[config.mk]
export PLATFORM = sky130hd
export DESIGN_NAME = sseg_scan_ctrl
export DESIGN_NICKNAME = d
export VERILOG_FILES = /design/src/rtl/sseg_pkg.sv /design/src/rtl/sseg_hex_decode.sv /design/src/rtl/sseg_scan_ctrl.sv
export SDC_FILE = /design/constraint.sdc
export NUM_CORES = 1
export LEC_CHECK = 0
export CAP_MARGIN = 25
export CORE_MARGIN = 4
export CORE_UTILIZATION = 35
export CTS_CLUSTER_DIAMETER = 150
export DETAILED_ROUTE_END_ITERATION = 8
export DONT_BUFFER_PORTS = 1
export GPL_ROUTABILITY_DRIVEN = 1
export GPL_TIMING_DRIVEN = 1
export PLACE_DENSITY = 0.56
export SLEW_MARGIN = 40
export SYNTH_ARGS = -nofsm -noshare
export SYNTH_HDL_FRONTEND = slang
export SYNTH_HIERARCHICAL = 1
export SYNTH_SLANG_ARGS = --single-unit
export TNS_END_PERCENT = 10
[constraint.sdc]
create_clock -name clk -period 3.85 [get_ports clk]
set_clock_uncertainty 0.2 [all_clocks]
set_input_delay 0.385 -clock clk [delete_from_list [all_inputs] [get_ports clk]]
set_output_delay 0.385 -clock clk [all_outputs]
set_load 0.1 [all_outputs]
[src/rtl/sseg_pkg.sv]
// sseg_pkg: shared constants for the seven-segment scan controller.
//   SSEG_OFF / AN_OFF : all-dark values for the active-low segment and anode buses
//   seg_code()        : hex nibble -> active-low segment pattern (dp bit7 = off)
package sseg_pkg;

    localparam logic [7:0] SSEG_OFF = 8'hFF;
    localparam logic [7:0] AN_OFF   = 8'hFF;

    localparam logic [7:0] SEG_0 = 8'hC0;
    localparam logic [7:0] SEG_1 = 8'hF9;
    localparam logic [7:0] SEG_2 = 8'hA4;
    localparam logic [7:0] SEG_3 = 8'hB0;
    localparam logic [7:0] SEG_4 = 8'h99;
    localparam logic [7:0] SEG_5 = 8'h92;
    localparam logic [7:0] SEG_6 = 8'h82;
    localparam logic [7:0] SEG_7 = 8'hF8;
    localparam logic [7:0] SEG_8 = 8'h80;
    localparam logic [7:0] SEG_9 = 8'h90;
    localparam logic [7:0] SEG_A = 8'h88;
    localparam logic [7:0] SEG_B = 8'h83;
    localparam logic [7:0] SEG_C = 8'hC6;
    localparam logic [7:0] SEG_D = 8'hA1;
    localparam logic [7:0] SEG_E = 8'h86;
    localparam logic [7:0] SEG_F = 8'h8E;

    function automatic logic [7:0] seg_code(input logic [3:0] nib);
        logic [7:0] code;
        case (nib)
            4'h0: code = SEG_0;
            4'h1: code = SEG_1;
            4'h2: code = SEG_2;
            4'h3: code = SEG_3;
            4'h4: code = SEG_4;
            4'h5: code = SEG_5;
            4'h6: code = SEG_6;
            4'h7: code = SEG_7;
            4'h8: code = SEG_8;
            4'h9: code = SEG_9;
            4'hA: code = SEG_A;
            4'hB: code = SEG_B;
            4'hC: code = SEG_C;
            4'hD: code = SEG_D;
            4'hE: code = SEG_E;
            default: code = SEG_F;
        endcase
        return code;
    endfunction

endpackage

[src/rtl/sseg_hex_decode.sv]
// sseg_hex_decode: combinational hex-to-seven-segment decoder.
//   nibble : hex digit value
//   dp     : decimal point request (1 = lit)
//   seg    : active-low segments, bit7 = dp, bits6..0 = g..a
module sseg_hex_decode
    import sseg_pkg::*;
(
    input  logic [3:0] nibble,
    input  logic       dp,
    output logic [7:0] seg
);

    always_comb begin
        seg = seg_code(nibble);
        if (dp) begin
            seg[7] = 1'b0;
        end
    end

endmodule

[src/rtl/sseg_scan_ctrl.sv]
// sseg_scan_ctrl: multiplexed seven-segment display scanner with double-buffered
// digit registers, PWM brightness and per-digit blink.
//   clk, clear_n        : clock, async active-low reset
//   load, load_*        : one-cycle capture of data/dp/blank/blink into the shadow set
//   brightness          : live PWM duty level
//   update_pending      : shadow holds values not yet moved to the active set
//   frame_strobe        : high on the last cycle of each frame
//   sseg, an            : registered active-low segment and anode drives
module sseg_scan_ctrl
    import sseg_pkg::*;
#(
    parameter int NUM_DIGITS  = 8,
    parameter int REFRESH_DIV = 65536,
    parameter int PWM_BITS    = 3,
    parameter int BLINK_LOG2  = 6
) (
    input  logic                    clk,
    input  logic                    clear_n,
    input  logic                    load,
    input  logic [4*NUM_DIGITS-1:0] load_data,
    input  logic [NUM_DIGITS-1:0]   load_dp,
    input  logic [NUM_DIGITS-1:0]   load_blank,
    input  logic [NUM_DIGITS-1:0]   load_blink,
    input  logic [PWM_BITS-1:0]     brightness,
    output logic                    update_pending,
    output logic                    frame_strobe,
    output logic [7:0]              sseg,
    output logic [7:0]              an
);

    localparam int SLOT_W  = $clog2(REFRESH_DIV);
    localparam int FRAME_W = BLINK_LOG2 + 1;
    localparam logic [SLOT_W-1:0] SLOT_LAST  = SLOT_W'(REFRESH_DIV - 1);
    localparam logic [2:0]        DIGIT_LAST = 3'(NUM_DIGITS - 1);

    logic [SLOT_W-1:0]       slot_cnt;
    logic [2:0]              digit_idx;
    logic [FRAME_W-1:0]      frame_cnt;

    logic [4*NUM_DIGITS-1:0] sh_data,  act_data;
    logic [NUM_DIGITS-1:0]   sh_dp,    act_dp;
    logic [NUM_DIGITS-1:0]   sh_blank, act_blank;
    logic [NUM_DIGITS-1:0]   sh_blink, act_blink;
    logic                    pending;

    logic                    slot_wrap;
    logic                    boundary;
    logic [3:0]              cur_nib;
    logic                    cur_dp;
    logic                    cur_blank;
    logic                    cur_blink;
    logic                    dark;
    logic                    pwm_on;
    logic [7:0]              dec_seg;
    logic [7:0]              seg_next;
    logic [7:0]              an_next;

    assign slot_wrap      = (slot_cnt == SLOT_LAST);
    assign boundary       = slot_wrap && (digit_idx == DIGIT_LAST);
    assign frame_strobe   = boundary;
    assign update_pending = pending;

    // Scan timing: slot counter wraps naturally (REFRESH_DIV is a power of two).
    always_ff @(posedge clk or negedge clear_n) begin
        if (!clear_n) begin
            slot_cnt  <= '0;
            digit_idx <= '0;
            frame_cnt <= '0;
        end else begin
            slot_cnt <= slot_cnt + 1'b1;
            if (slot_wrap) begin
                digit_idx <= (digit_idx == DIGIT_LAST) ? 3'd0 : digit_idx + 3'd1;
            end
            if (boundary) begin
                frame_cnt <= frame_cnt + 1'b1;
            end
        end
    end

    // Double buffer: loads land in the shadow set and move to the active set only
    // at a frame boundary, so a frame never shows a mix of old and new digits.
    // A load coinciding with the boundary bypasses the shadow stage.
    always_ff @(posedge clk or negedge clear_n) begin
        if (!clear_n) begin
            sh_data   <= '0;
            sh_dp     <= '0;
            sh_blank  <= '1;
            sh_blink  <= '0;
            act_data  <= '0;
            act_dp    <= '0;
            act_blank <= '1;
            act_blink <= '0;
            pending   <= 1'b0;
        end else begin
            if (load) begin
                sh_data  <= load_data;
                sh_dp    <= load_dp;
                sh_blank <= load_blank;
                sh_blink <= load_blink;
            end
            if (load && boundary) begin
                act_data  <= load_data;
                act_dp    <= load_dp;
                act_blank <= load_blank;
                act_blink <= load_blink;
                pending   <= 1'b0;
            end else if (load) begin
                pending <= 1'b1;
            end else if (boundary && pending) begin
                act_data  <= sh_data;
                act_dp    <= sh_dp;
                act_blank <= sh_blank;
                act_blink <= sh_blink;
                pending   <= 1'b0;
            end
        end
    end

    always_comb begin
        cur_nib   = '0;
        cur_dp    = 1'b0;
        cur_blank = 1'b1;
        cur_blink = 1'b0;
        for (int unsigned i = 0; i < NUM_DIGITS; i++) begin
            if (digit_idx == 3'(i)) begin
                cur_nib   = act_data[4*i +: 4];
                cur_dp    = act_dp[i];
                cur_blank = act_blank[i];
                cur_blink = act_blink[i];
            end
        end
    end

    sseg_hex_decode u_dec (
        .nibble (cur_nib),
        .dp     (cur_dp),
        .seg    (dec_seg)
    );

    assign dark   = cur_blank | (cur_blink & frame_cnt[BLINK_LOG2]);
    assign pwm_on = (slot_cnt[SLOT_W-1 -: PWM_BITS] <= brightness);

    always_comb begin
        seg_next = SSEG_OFF;
        an_next  = AN_OFF;
        if (!dark) begin
            seg_next = dec_seg;
            if (pwm_on) begin
                an_next[digit_idx] = 1'b0;
            end
        end
    end

    always_ff @(posedge clk or negedge clear_n) begin
        if (!clear_n) begin
            sseg <= SSEG_OFF;
            an   <= AN_OFF;
        end else begin
            sseg <= seg_next;
            an   <= an_next;
        end
    end

endmodule

=== Word level (Yosys, flattened, before mapping) ===
Memories as Yosys holds them, arrays and structs flattened.
Cells that the tools add are included.

* Flip-flop bits (word level): 155
* Bits in latches: 0
* Memory bits (writable): 0
* ROM bits: 112
* Input port bits: 62
* Output and inout port bits: 18
* Word-level logic and storage cells: 95
* Memories: 1

{| class="wikitable"
|+ Memory list
! memory !! words !! bits a word !! read ports !! clocked after Yosys merged registers in !! wr ports !! line !! RTL
|-
| (name not given) || 16 || 7 || 1 || 0 || 0 || sseg_pkg.sv:28 || <nowiki>case (nib)</nowiki>
|}

* Add/subtract/negate cells: 3
* $mul: 0
* Div/mod/pow operators: 0
* Order comparisons: 3
* Equality and inequality tests: 9
* Shifts and indexed selects: 0
* Multiplexer cells: 54
* Bitwise logic cells: 3
* Reduce and logical (&&, ||, !) cells: 8

{| class="wikitable"
|+ Operators by type and width
! cell !! count
|-
| two-way mux 32 bit || 3
|-
| two-way mux 8 bit || 12
|-
| two-way mux 4 bit || 8
|-
| two-way mux 1 bit || 29
|-
| adder 16 x 1 -> 16 bit, second input constant || 1
|-
| == test 16 bit, second input constant || 1
|-
| == test 3 bit, second input constant || 4
|-
| inverter 8 bit || 1
|-
| adder 7 x 1 -> 7 bit, second input constant || 1
|-
| == test 3 x 2 -> 1 bit, second input constant || 2
|-
| logical AND 1 bit || 4
|-
| < comparator 3 x 4 -> 1 bit, second input constant || 1
|-
| adder 3 x 1 -> 3 bit, second input constant || 1
|-
| demux 1 bit (select 3 bit) || 1
|-
| == test 3 x 1 -> 1 bit, second input constant || 1
|-
| greater-or-equal comparator 3 x 1 -> 1 bit, second input constant || 1
|-
| <= comparator 3 bit || 1
|-
| zero test 3 bit || 1
|-
| two-way mux 3 bit || 1
|-
| nonzero test 3 bit || 1
|-
| inequality test 2 x 1 -> 1 bit, second input constant || 1
|-
| AND reduction 2 bit || 1
|-
| nonzero test 2 bit || 1
|-
| AND 1 bit || 1
|-
| bitwise OR 1 bit || 1
|}

=== Longest topological paths before layout ===
* Word-level depth: 12
* Depth in mapped cells: 16
* Gate-level depth less buffers: 14

=== Cells and area by module ===
The synthesis kept the hierarchy.

{| class="wikitable"
|+ Modules (own cells, without submodules)
! module !! instances !! cells each !! area each (um^2) !! sequential area each (um^2)
|-
| sseg_scan_ctrl || 1 || 497 || 6780.3 || 3918.8
|-
| sseg_hex_decode || 1 || 33 || 279.0 || 0.0
|}

=== Worst setup path after synthesis ===
Ideal clock, no wire load.

* Path type: register to register
* Start: reg digit_idx[0]
* End: reg sseg[3]
* Library setup time: 0.081 ns
* Data arrival time: 3.135 ns
* Required time: 3.569 ns
* Setup slack: 0.434 ns
* Cell stages (with the launch flop): 15
* Buffers on the path: 1
* Clock period less this slack: 3.416 ns
* Path through: dfrtp_1 ha_1 ha_1 clkbuf_1 and2_1 o22ai_1 a2bb2o_1 a221oi_1 a221o_1 inv_1 ha_1 inv_1 mux4_1 nor2_1 nand2_1

* Elaborated cells on any way between the ends: 36
* Those cells by class: 7 x eq/ne; 25 x mux; 2 x bitwise; 1 x reduce/logical; 1 x memory

{| class="wikitable"
|+ RTL lines
! what !! line !! RTL
|-
| from (decl) || sseg_scan_ctrl.sv:37 || <nowiki>logic [2:0] digit_idx;</nowiki>
|-
| from (signal assigned) || sseg_scan_ctrl.sv:72 || <nowiki>digit_idx <= (digit_idx == DIGIT_LAST) ? 3'd0 : digit_idx + 3'd1;</nowiki>
|-
| zero test 3 bit || sseg_scan_ctrl.sv:125 || <nowiki>if (digit_idx == 3'(i)) begin</nowiki>
|-
| two-way mux 4 bit (7 in a row) || sseg_scan_ctrl.sv:125 ||
|-
| two-way mux 4 bit * || sseg_scan_ctrl.sv:125 ||
|-
| net cur_nib[0] || sseg_scan_ctrl.sv:48 || <nowiki>logic [3:0] cur_nib;</nowiki>
|-
| memory (16 x 7 bit) * || n/a ||
|-
| net dec_seg[3] || sseg_scan_ctrl.sv:54 || <nowiki>logic [7:0] dec_seg;</nowiki>
|-
| two-way mux 8 bit * || sseg_scan_ctrl.sv:146 || <nowiki>if (!dark) begin</nowiki>
|-
| net seg_next[3] || sseg_scan_ctrl.sv:55 || <nowiki>logic [7:0] seg_next;</nowiki>
|-
| to (signal assigned) || sseg_scan_ctrl.sv:159 || <nowiki>sseg <= seg_next;</nowiki>
|-
| to (decl) || sseg_scan_ctrl.sv:27 || <nowiki>output logic [7:0] sseg,</nowiki>
|}

The timed path passes the listed nets; every way through them passes the cells marked *.
A chain may end at the register's enable or synchronous reset.

=== Worst setup path in the final report ===
Ends and elaborated chain as after synthesis.

==> run_summary.xml <==
<?xml version="1.0" encoding="UTF-8"?>
<metrics>
  <group name="placement">
    <metric name="io_buffers" unit="">0</metric>
    <metric name="dp_hpwl" unit="um">10300</metric>
    <metric name="placed_area" unit="mm2">0.00743</metric>
    <metric name="finalWeightedCongestion" unit="">0.812</metric>
  </group>
  <group name="cts">
    <metric name="clk_latency" unit="ns">0.42</metric>
    <metric name="clk_transition_reported_paths" unit="ns">0.06</metric>
    <metric name="cts_root_buffer" unit="">sky130_fd_sc_hd__clkbuf_16</metric>
    <metric name="cts-htree-levels" unit="">4</metric>
    <metric name="cts_made_buffers" unit="">17</metric>
    <metric name="holdBufCountCts" unit="">57</metric>
    <metric name="tritoncts_clock_tree" unit="">yes</metric>
    <metric name="tritoncts_num_sinks" unit="">155</metric>
    <metric name="cts.path.max_buffers" unit="">2</metric>
  </group>
  <group name="logic_synthesis">
    <metric name="postSynthAreaPerCell" unit="um2">13.3</metric>
    <metric name="synth_enable_flop_cells" unit="">0</metric>
    <metric name="synth_largest_type_area_fraction" unit="%">43.6</metric>
    <metric name="synth-seq-cells" unit="">155</metric>
    <metric name="post_synth_instance_area" unit="mm2">0.00706</metric>
    <metric name="synth_sequential_area_ratio" unit="%">55.5</metric>
    <metric name="asyncSetResetFlopFracSynth" unit="%">100</metric>
    <metric name="yosys-top-cells-count" unit="">123 x sky130_fd_sc_hd__dfrtp_1, 75 x sky130_fd_sc_hd__mux2_2, 40 x sky130_fd_sc_hd__mux2_4</metric>
    <metric name="synth.distinct_cells" unit="">51</metric>
    <metric name="synth_largest_area_cell" unit="">sky130_fd_sc_hd__dfrtp_1</metric>
    <metric name="yosysMostFrequentCell" unit="">sky130_fd_sc_hd__dfrtp_1</metric>
    <metric name="synthCells" unit="">530</metric>
    <metric name="yosysWarningCount" unit="">6</metric>
    <metric name="netlist_top_cells_area" unit="">sky130_fd_sc_hd__dfrtp_1 44%, sky130_fd_sc_hd__mux2_2 12%, sky130_fd_sc_hd__dfstp_2 12%</metric>
    <metric name="synth.net_count" unit="">610</metric>
    <metric name="synth_top_flop_cell" unit="">sky130_fd_sc_hd__dfrtp_1</metric>
  </group>
  <group name="layout">
    <metric name="final_layout_size_suffix_gt1_share" unit="%">33.4</metric>
    <metric name="layout_area_overhead" unit="%">22.2</metric>
    <metric name="final.fill_count" unit="">1807</metric>
    <metric name="design_area" unit="mm2">0.00862</metric>
    <metric name="antenna_cells_inserted" unit="">0</metric>
    <metric name="layout.nets" unit="">680</metric>
  </group>
  <group name="sta">
    <metric name="slew_at_the_pin_closest_to_its_max_slew_limit" unit="ns">0.705</metric>
    <metric name="finalCritPeriodShare" unit="%">92.6</metric>
    <metric name="slew_limit_fails" unit="">0</metric>
    <metric name="hold_viol" unit="">155</metric>
    <metric name="worst_hold_slack_across_all_endpoints" unit="ns">-0.539</metric>
    <metric name="finalCriticalPeriod" unit="ns">3.57</metric>
    <metric name="setup-violations-final" unit="">0</metric>
    <metric name="fmaxAchievable" unit="MHz">280</metric>
    <metric name="grt_setup_unrepaired" unit="">false</metric>
    <metric name="setup_tns" unit="ns">0</metric>
    <metric name="slew_headroom" unit="%">53.0</metric>
  </group>
  <group name="setup_path">
    <metric name="timing.critical_path.arrival" unit="ns">3.71</metric>
    <metric name="worst-endpoint-required" unit="ns">3.99</metric>
    <metric name="worst-setup-path-type" unit="">reg -&gt; reg</metric>
    <metric name="crit_path_top_delay_cell" unit="">sky130_fd_sc_hd__mux4_1</metric>
    <metric name="worstReg2RegStart" unit="">digit_idx[0]$_DFFE_PN0N_</metric>
    <metric name="kind_of_cell_adding_the_most_delay_to_the_critical_path" unit="">compound AO/OA/AOI/OAI gates</metric>
    <metric name="worstPathBufferInverterCount" unit="">2</metric>
    <metric name="timing.critical_path.cells" unit="">ha_1, ha_2, and2_1, o22ai_1, a2bb2o_1, a221oi_1, a221o_1, inv_1, ha_1, inv_1, mux4_1, nor2_1, nand2_1</metric>
    <metric name="crit_path_max_incr_delay" unit="ns">0.49</metric>
    <metric name="endpoint_kind_of_the_worst_setup_timing_path" unit="">flop</metric>
    <metric name="setup.worst_path.start_class" unit="">flop</metric>
    <metric name="largest_fanout_on_the_critical_path" unit="">9</metric>
    <metric name="critical_path_origin" unit="">digit_idx[0]$_DFFE_PN0N_</metric>
  </group>
  <group name="floorplanning">
    <metric name="io_pins" unit="">80</metric>
    <metric name="design.die.area" unit="mm2">0.0225</metric>
    <metric name="coreArea" unit="mm2">0.0197</metric>
    <metric name="floorplan.die.width" unit="um">150</metric>
    <metric name="rows" unit="">51</metric>
    <metric name="floorplan.initialDensity" unit="%">35.9</metric>
    <metric name="dieHeight" unit="um">150</metric>
  </group>
  <group name="pwr">
    <metric name="pwr-share-seq" unit="%">48.7</metric>
    <metric name="cellInternalPower" unit="mW">2.77</metric>
    <metric name="switching_share" unit="%">21.1</metric>
    <metric name="clkPwrFrac" unit="%">46.7</metric>
    <metric name="fin_total_pwr" unit="mW">3.51</metric>
    <metric name="p_switching" unit="uW">742</metric>
    <metric name="peakVddDrop" unit="mV">0.289</metric>
    <metric name="p_leak" unit="nW">3.92</metric>
    <metric name="power_density" unit="mW/mm2">407</metric>
    <metric name="share_comb_of_total_power" unit="%">4.6</metric>
  </group>
  <group name="grt">
    <metric name="vias_in_the_first_global_route" unit="">4513</metric>
    <metric name="maximum_number_of_pins_on_one_net_before_global_route_repair" unit="">156</metric>
    <metric name="grt_antenna_before_repair" unit="">0</metric>
    <metric name="global_route_wire_length_before_repair" unit="um">24200</metric>
    <metric name="globalRouteTotalUtil" unit="%">13.9</metric>
    <metric name="globalRoute.totalOverflow" unit="">0</metric>
  </group>
  <group name="routing">
    <metric name="vias" unit="">4386</metric>
    <metric name="wl" unit="um">15000</metric>
    <metric name="detail_route.wl_per_cell" unit="um">17.1</metric>
    <metric name="drc_markers" unit="">0</metric>
    <metric name="drtPass1Iterations" unit="">6</metric>
    <metric name="drt.antenna.violating_nets" unit="">0</metric>
    <metric name="vias_per_cell" unit="">5.00</metric>
    <metric name="drt_iter0_markers" unit="">333</metric>
  </group>
  <group name="outcome">
    <metric name="run_status" unit="">finished, violations left</metric>
    <metric name="failed_checks" unit="">negative hold slack</metric>
  </group>
  <group name="flow_run">
    <metric name="max-cap-violations" unit="">0</metric>
  </group>
  <group name="worst_hold_path">
    <metric name="timing.hold.worst.class" unit="">in -&gt; async</metric>
  </group>
</metrics>
cells by family (layout without fill, tap and decap cells):
logic type	count (synthesis)	count (layout)	synth area share (%)
AO/OA/AOI/OAI	70	70	6.89
XOR/XNOR	20	20	2.48
adder cells (fa/ha/maj)	18	18	3.19
buffers and inverters	42	125	2.92
flip-flops	155	155	55.5
multiplexers	120	120	21.4
AND/OR/NAND/NOR	105	105	7.59
metrics by stage:
step           instances  setup slack (ns)  util (%)
3_5_place_dp         788             0.166      37.8
6_report             878             0.283      43.9
4_1_cts              877             0.147      43.8
5_1_grt              878            0.0258      43.9
2_1_floorplan        530             0.434         -
3_3_place_gp         786             0.361      37.7
layout make-up:
| type | instances | area (um2) | share of cell area (%) |
|---|---|---|---|
| inverters | 18 | 67.6 | 0.784 |
| flip-flops and latches | 155 | 3920 | 45.4 |
| multi-input cells | 333 | 2950 | 34.2 |
| repair buffers | 75 | 771 | 8.94 |
| clock inverters | 8 | 50.0 | 0.580 |
| well taps | 265 | 332 | 3.85 |
| clock buffers | 24 | 537 | 6.22 |
path summary, 6_finish.rpt:
| check | endpoint | slack, ns | depth (start not counted) |
|---|---|---|---|
| worst max-delay path | sseg[3]$_DFF_PN1_ | 0.28 | 13 |
| worst min-delay path | act_blink[2]$_DFFE_PN0P_ | -0.54 | 0 |
| worst max register to register | sseg[3]$_DFF_PN1_ | 0.28 | 13 |
| worst min register to register | frame_cnt[5]$_DFFE_PN0P_ | 0.28 | 1 |
| max in group asynchronous | sh_blank[7]$_DFFE_PN1P_ | 3.69 | 0 |
| min in group clk | act_data[23]$_DFFE_PN0P_ | 0.11 | 2 |
state kept, by name, summed over array words and instances (netlist names):
signal          flops
sh_blink            8
sh_blank            8
slot_cnt           16
act_blink           8
sseg                8
act_dp              8
act_data           32
update_pending      1
an                  8
digit_idx           3
sh_dp               8
sh_data            32
act_blank           8
frame_cnt           7
worst register-to-register path, stage by stage (launching register included):
cell	delay, ns
sky130_fd_sc_hd__dfrtp_1	0.47
sky130_fd_sc_hd__ha_1	0.22
sky130_fd_sc_hd__ha_2	0.28
sky130_fd_sc_hd__and2_1	0.18
sky130_fd_sc_hd__o22ai_1	0.08
sky130_fd_sc_hd__a2bb2o_1	0.30
sky130_fd_sc_hd__a221oi_1	0.34
sky130_fd_sc_hd__a221o_1	0.26
sky130_fd_sc_hd__inv_1	0.13
sky130_fd_sc_hd__ha_1	0.29
sky130_fd_sc_hd__inv_1	0.05
sky130_fd_sc_hd__mux4_1	0.49
sky130_fd_sc_hd__nor2_1	0.12
sky130_fd_sc_hd__nand2_1	0.07
power by group through the flow:
stage	clock, mW	combinational [mW]	sequential, mW
6_report	1.64	0.161	1.71
5_1_grt	1.76	0.176	1.72
4_1_cts	1.68	0.164	1.71
3_5_place_dp	0	0.103	1.74
3_3_place_gp	0	0.102	1.74
2_1_floorplan	0	0.0876	1.74
cells in the final DEF (no fill, tap or decap), types with 3 or more instances in the layout:
cell / netlist / layout
sky130_fd_sc_hd__a21oi_1: 13 / 13
sky130_fd_sc_hd__nand3_1: 7 / 7
sky130_fd_sc_hd__inv_4: 0 / 3
sky130_fd_sc_hd__nor2b_1: 4 / 4
sky130_fd_sc_hd__mux2_4: 40 / 40
sky130_fd_sc_hd__o21ai_0: 18 / 18
sky130_fd_sc_hd__nor4_1: 8 / 8
sky130_fd_sc_hd__nand4_1: 8 / 8
sky130_fd_sc_hd__dlygate4sd3_1: 0 / 56
sky130_fd_sc_hd__a21o_1: 4 / 4
sky130_fd_sc_hd__o211ai_1: 3 / 3
sky130_fd_sc_hd__xor2_1: 7 / 7
sky130_fd_sc_hd__nor2_1: 22 / 22
sky130_fd_sc_hd__ha_1: 18 / 16
sky130_fd_sc_hd__a221oi_1: 5 / 5
sky130_fd_sc_hd__dfrtp_1: 123 / 123
sky130_fd_sc_hd__clkinv_2: 0 / 3
sky130_fd_sc_hd__buf_4: 0 / 14
sky130_fd_sc_hd__nand2_1: 37 / 37
sky130_fd_sc_hd__xnor2_1: 13 / 13
sky130_fd_sc_hd__mux2_2: 75 / 75
sky130_fd_sc_hd__nand3b_1: 3 / 3
sky130_fd_sc_hd__inv_1: 17 / 17
sky130_fd_sc_hd__dfstp_2: 32 / 32
sky130_fd_sc_hd__clkbuf_1: 12 / 3
sky130_fd_sc_hd__o22ai_1: 5 / 5
sky130_fd_sc_hd__and2_1: 4 / 4
sky130_fd_sc_hd__mux2i_1: 4 / 4
sky130_fd_sc_hd__a2bb2o_1: 3 / 3
sky130_fd_sc_hd__clkbuf_16: 0 / 21
metal layers:
layer / GRT usage [%] / vias up / wire length [um]
met5: 0 / - / 0
met4: 4.44 / 0 / 218
met3: 3.85 / 20 / 728
met2: 21.6 / 126 / 7050
met1: 19.1 / 2209 / 7010
li1: - / 2031 / -
what timing repair did:
item                                    in CTS  in global routing
endpoints found under the hold margin      212                155
buffers inserted                             0                  1
endpoints found under the setup margin       0                  1
gates resized for setup                      0                  3
Power figures use the tool's default switching activity.
==> variant, RTL diff (config.mk and constraints unchanged) <==
Remove the register `an`: a continuous assignment takes its place, so the output `an` follows one clock earlier. Comments in the files are not updated.
--- a/src/rtl/sseg_scan_ctrl.sv
+++ b/src/rtl/sseg_scan_ctrl.sv
@@ -154,12 +154,12 @@
     always_ff @(posedge clk or negedge clear_n) begin
         if (!clear_n) begin
             sseg <= SSEG_OFF;
-            an   <= AN_OFF;
         end else begin
             sseg <= seg_next;
-            an   <= an_next;
         end
     end
 
+    assign an = an_next;
+
 endmodule
 
Function: changed (Yosys sat finds a counterexample within 4 cycles, from zero or initial values).
==> variant against the original RTL <==
The run still ends with hold timing left; non-clock buffer count increased by 2; count of clock-buffer cells in the layout is 1 lower; clock power about the same; sequential cell count down 8; combinational power rose by 2%; utilization increased by 0.41 points; worst setup slack got worse by 0.14 ns; critical path depth decreased by 3; power is 2.4% lower; routed wire length decreased by 3.8%; synthesized area down 3.0%; cell area decreased by 2.6%; sequential power down 5%.
==> variant: results (changes against the original RTL) <==
** Finish
- The number of filler instances in the final layout was 1754 (-2.9%).
- The layout cell share with drive strength beyond 1 is 0.326 (-0.00823).
- Number of standard cells in the final layout excluding fillers :: 867 (-1.3%)
- The total number of nets in the final design is 674 (-0.88%).
- The finished layout cell area was 8400 µm² (-2.6%).
- Biggest regs :: act_data (32), sh_data (32), slot_cnt (16)

** Placed design
- Standard cell area after detailed placement :: 7210 µm² (-3.1%)
- Worst slack after detailed placement :: 0.264 ns (+0.0984 ns)
- Placed instance count :: 777 (-1.4%)
- Placer congestion estimate :: 0.831 (+2.2%)
- The detailed placer's ending HPWL came to 9990 µm (-2.6%).

** Global routing
- The wire length of the first global-routing pass is 24200 µm (+0.37%).
- The global routing met2 resource utilization is 0.204 (-0.0112).
- The via count of the first global-routing pass was 4570 (+1.3%).
- GR Util All Layers :: 0.139 (-0.000439)

** Timing
- The transition time at the pin with the least slew margin is 0.542 ns (-0.163 ns).
- Fin. Hold Viols :: 147 (-5.2%)
- Worst hold slack after final layout :: -0.532 ns (+0.00691 ns)
- The final period demand of the worst path was 3.70 ns (+0.137 ns).

** Route
- First-iteration detailed-routing DRC count :: 201 (-40%)
- The met1 routed wirelength after detailed routing came to 7080 µm (+0.91%).
- The wire length on met2 came to 6450 µm (-8.6%).
- Average detailed-routed wire length per instance :: 16.7 µm (-2.5%)
- Via-per-instance ratio :: 4.86 (-2.6%)
- The routed length on met3 came to 731 µm (+0.41%).
- The number of detailed-route iterations in the first pass is 5 (-1).

** Synthesis
- The post-synthesis net count is 602 (-1.3%).
- After synthesis, the cell types taking the most area are sky130_fd_sc_hd__dfrtp_1, sky130_fd_sc_hd__mux2_2, sky130_fd_sc_hd__dfstp_2.
- Xor-xnor portion of the synthesized cell area :: 0.0256 (+0.000762)
- Area fraction in compound gates after synthesis :: 0.0711 (+0.00212)
- Sequential cell area fraction in the yosys report :: 0.541 (-0.0137)
- The post-synthesis mux area share came to 0.221 (+0.00657).
- The synthesized area divided by synthesized cell count was 13.1 µm² (-1.5%).
- The adder and majority gate portion of the synthesized area was 0.0329 (+0.000979).
- Top cells by count, synth :: sky130_fd_sc_hd__dfrtp_1, sky130_fd_sc_hd__mux2_2, sky130_fd_sc_hd__mux2_4

** Critical path
- Crit-path max FO :: 16 (+7)
- The internal reg-to-reg setup slack is 0.22 ns (-0.06 ns).
- The most critical setup path has its endpoint at an[5].
- The critical path is of the reg2out type.
- Crit path arrival time :: 3.12 ns (-0.59 ns)

** Power and ir drop
- The leakage component of the power was 3.83 nW (-2.3%).
- The power density over the cells is 409 nW/µm² (+0.29%).
- The maximum resistive drop on vdd is 0.310 mV (+7.1%).
- Internal power :: 0.00273 W (-1.6%)
- The logic gate share of total power came to 0.048 (+0.002).

** Outcome
- Failing checks :: hold timing
- Status :: finished with violations
variant: cell count changes after synthesis, sizes merged:
cell   delta
dfstp     -8
variant: worst max-delay path: stages, from the launching register on:
cell and delay, ns:
sky130_fd_sc_hd__dfrtp_1 0.46, sky130_fd_sc_hd__inv_1 0.16, sky130_fd_sc_hd__ha_1 0.43, sky130_fd_sc_hd__buf_4 0.23, sky130_fd_sc_hd__nand2_1 0.05, sky130_fd_sc_hd__o21ai_0 0.31
sky130_fd_sc_hd__a32o_1 0.27, sky130_fd_sc_hd__o221ai_1 0.13, sky130_fd_sc_hd__buf_4 0.21, sky130_fd_sc_hd__nand2_1 0.12, sky130_fd_sc_hd__buf_4 0.31
variant: cell type report:
class / instances / share of cell area
flip-flops and latches: 147 / 0.442
multi-input cells: 333 / 0.351
repair buffers: 77 / 0.0903
clock buffers: 23 / 0.0581
well taps: 260 / 0.0387
clock inverters: 9 / 0.0122
inverters: 18 / 0.00805
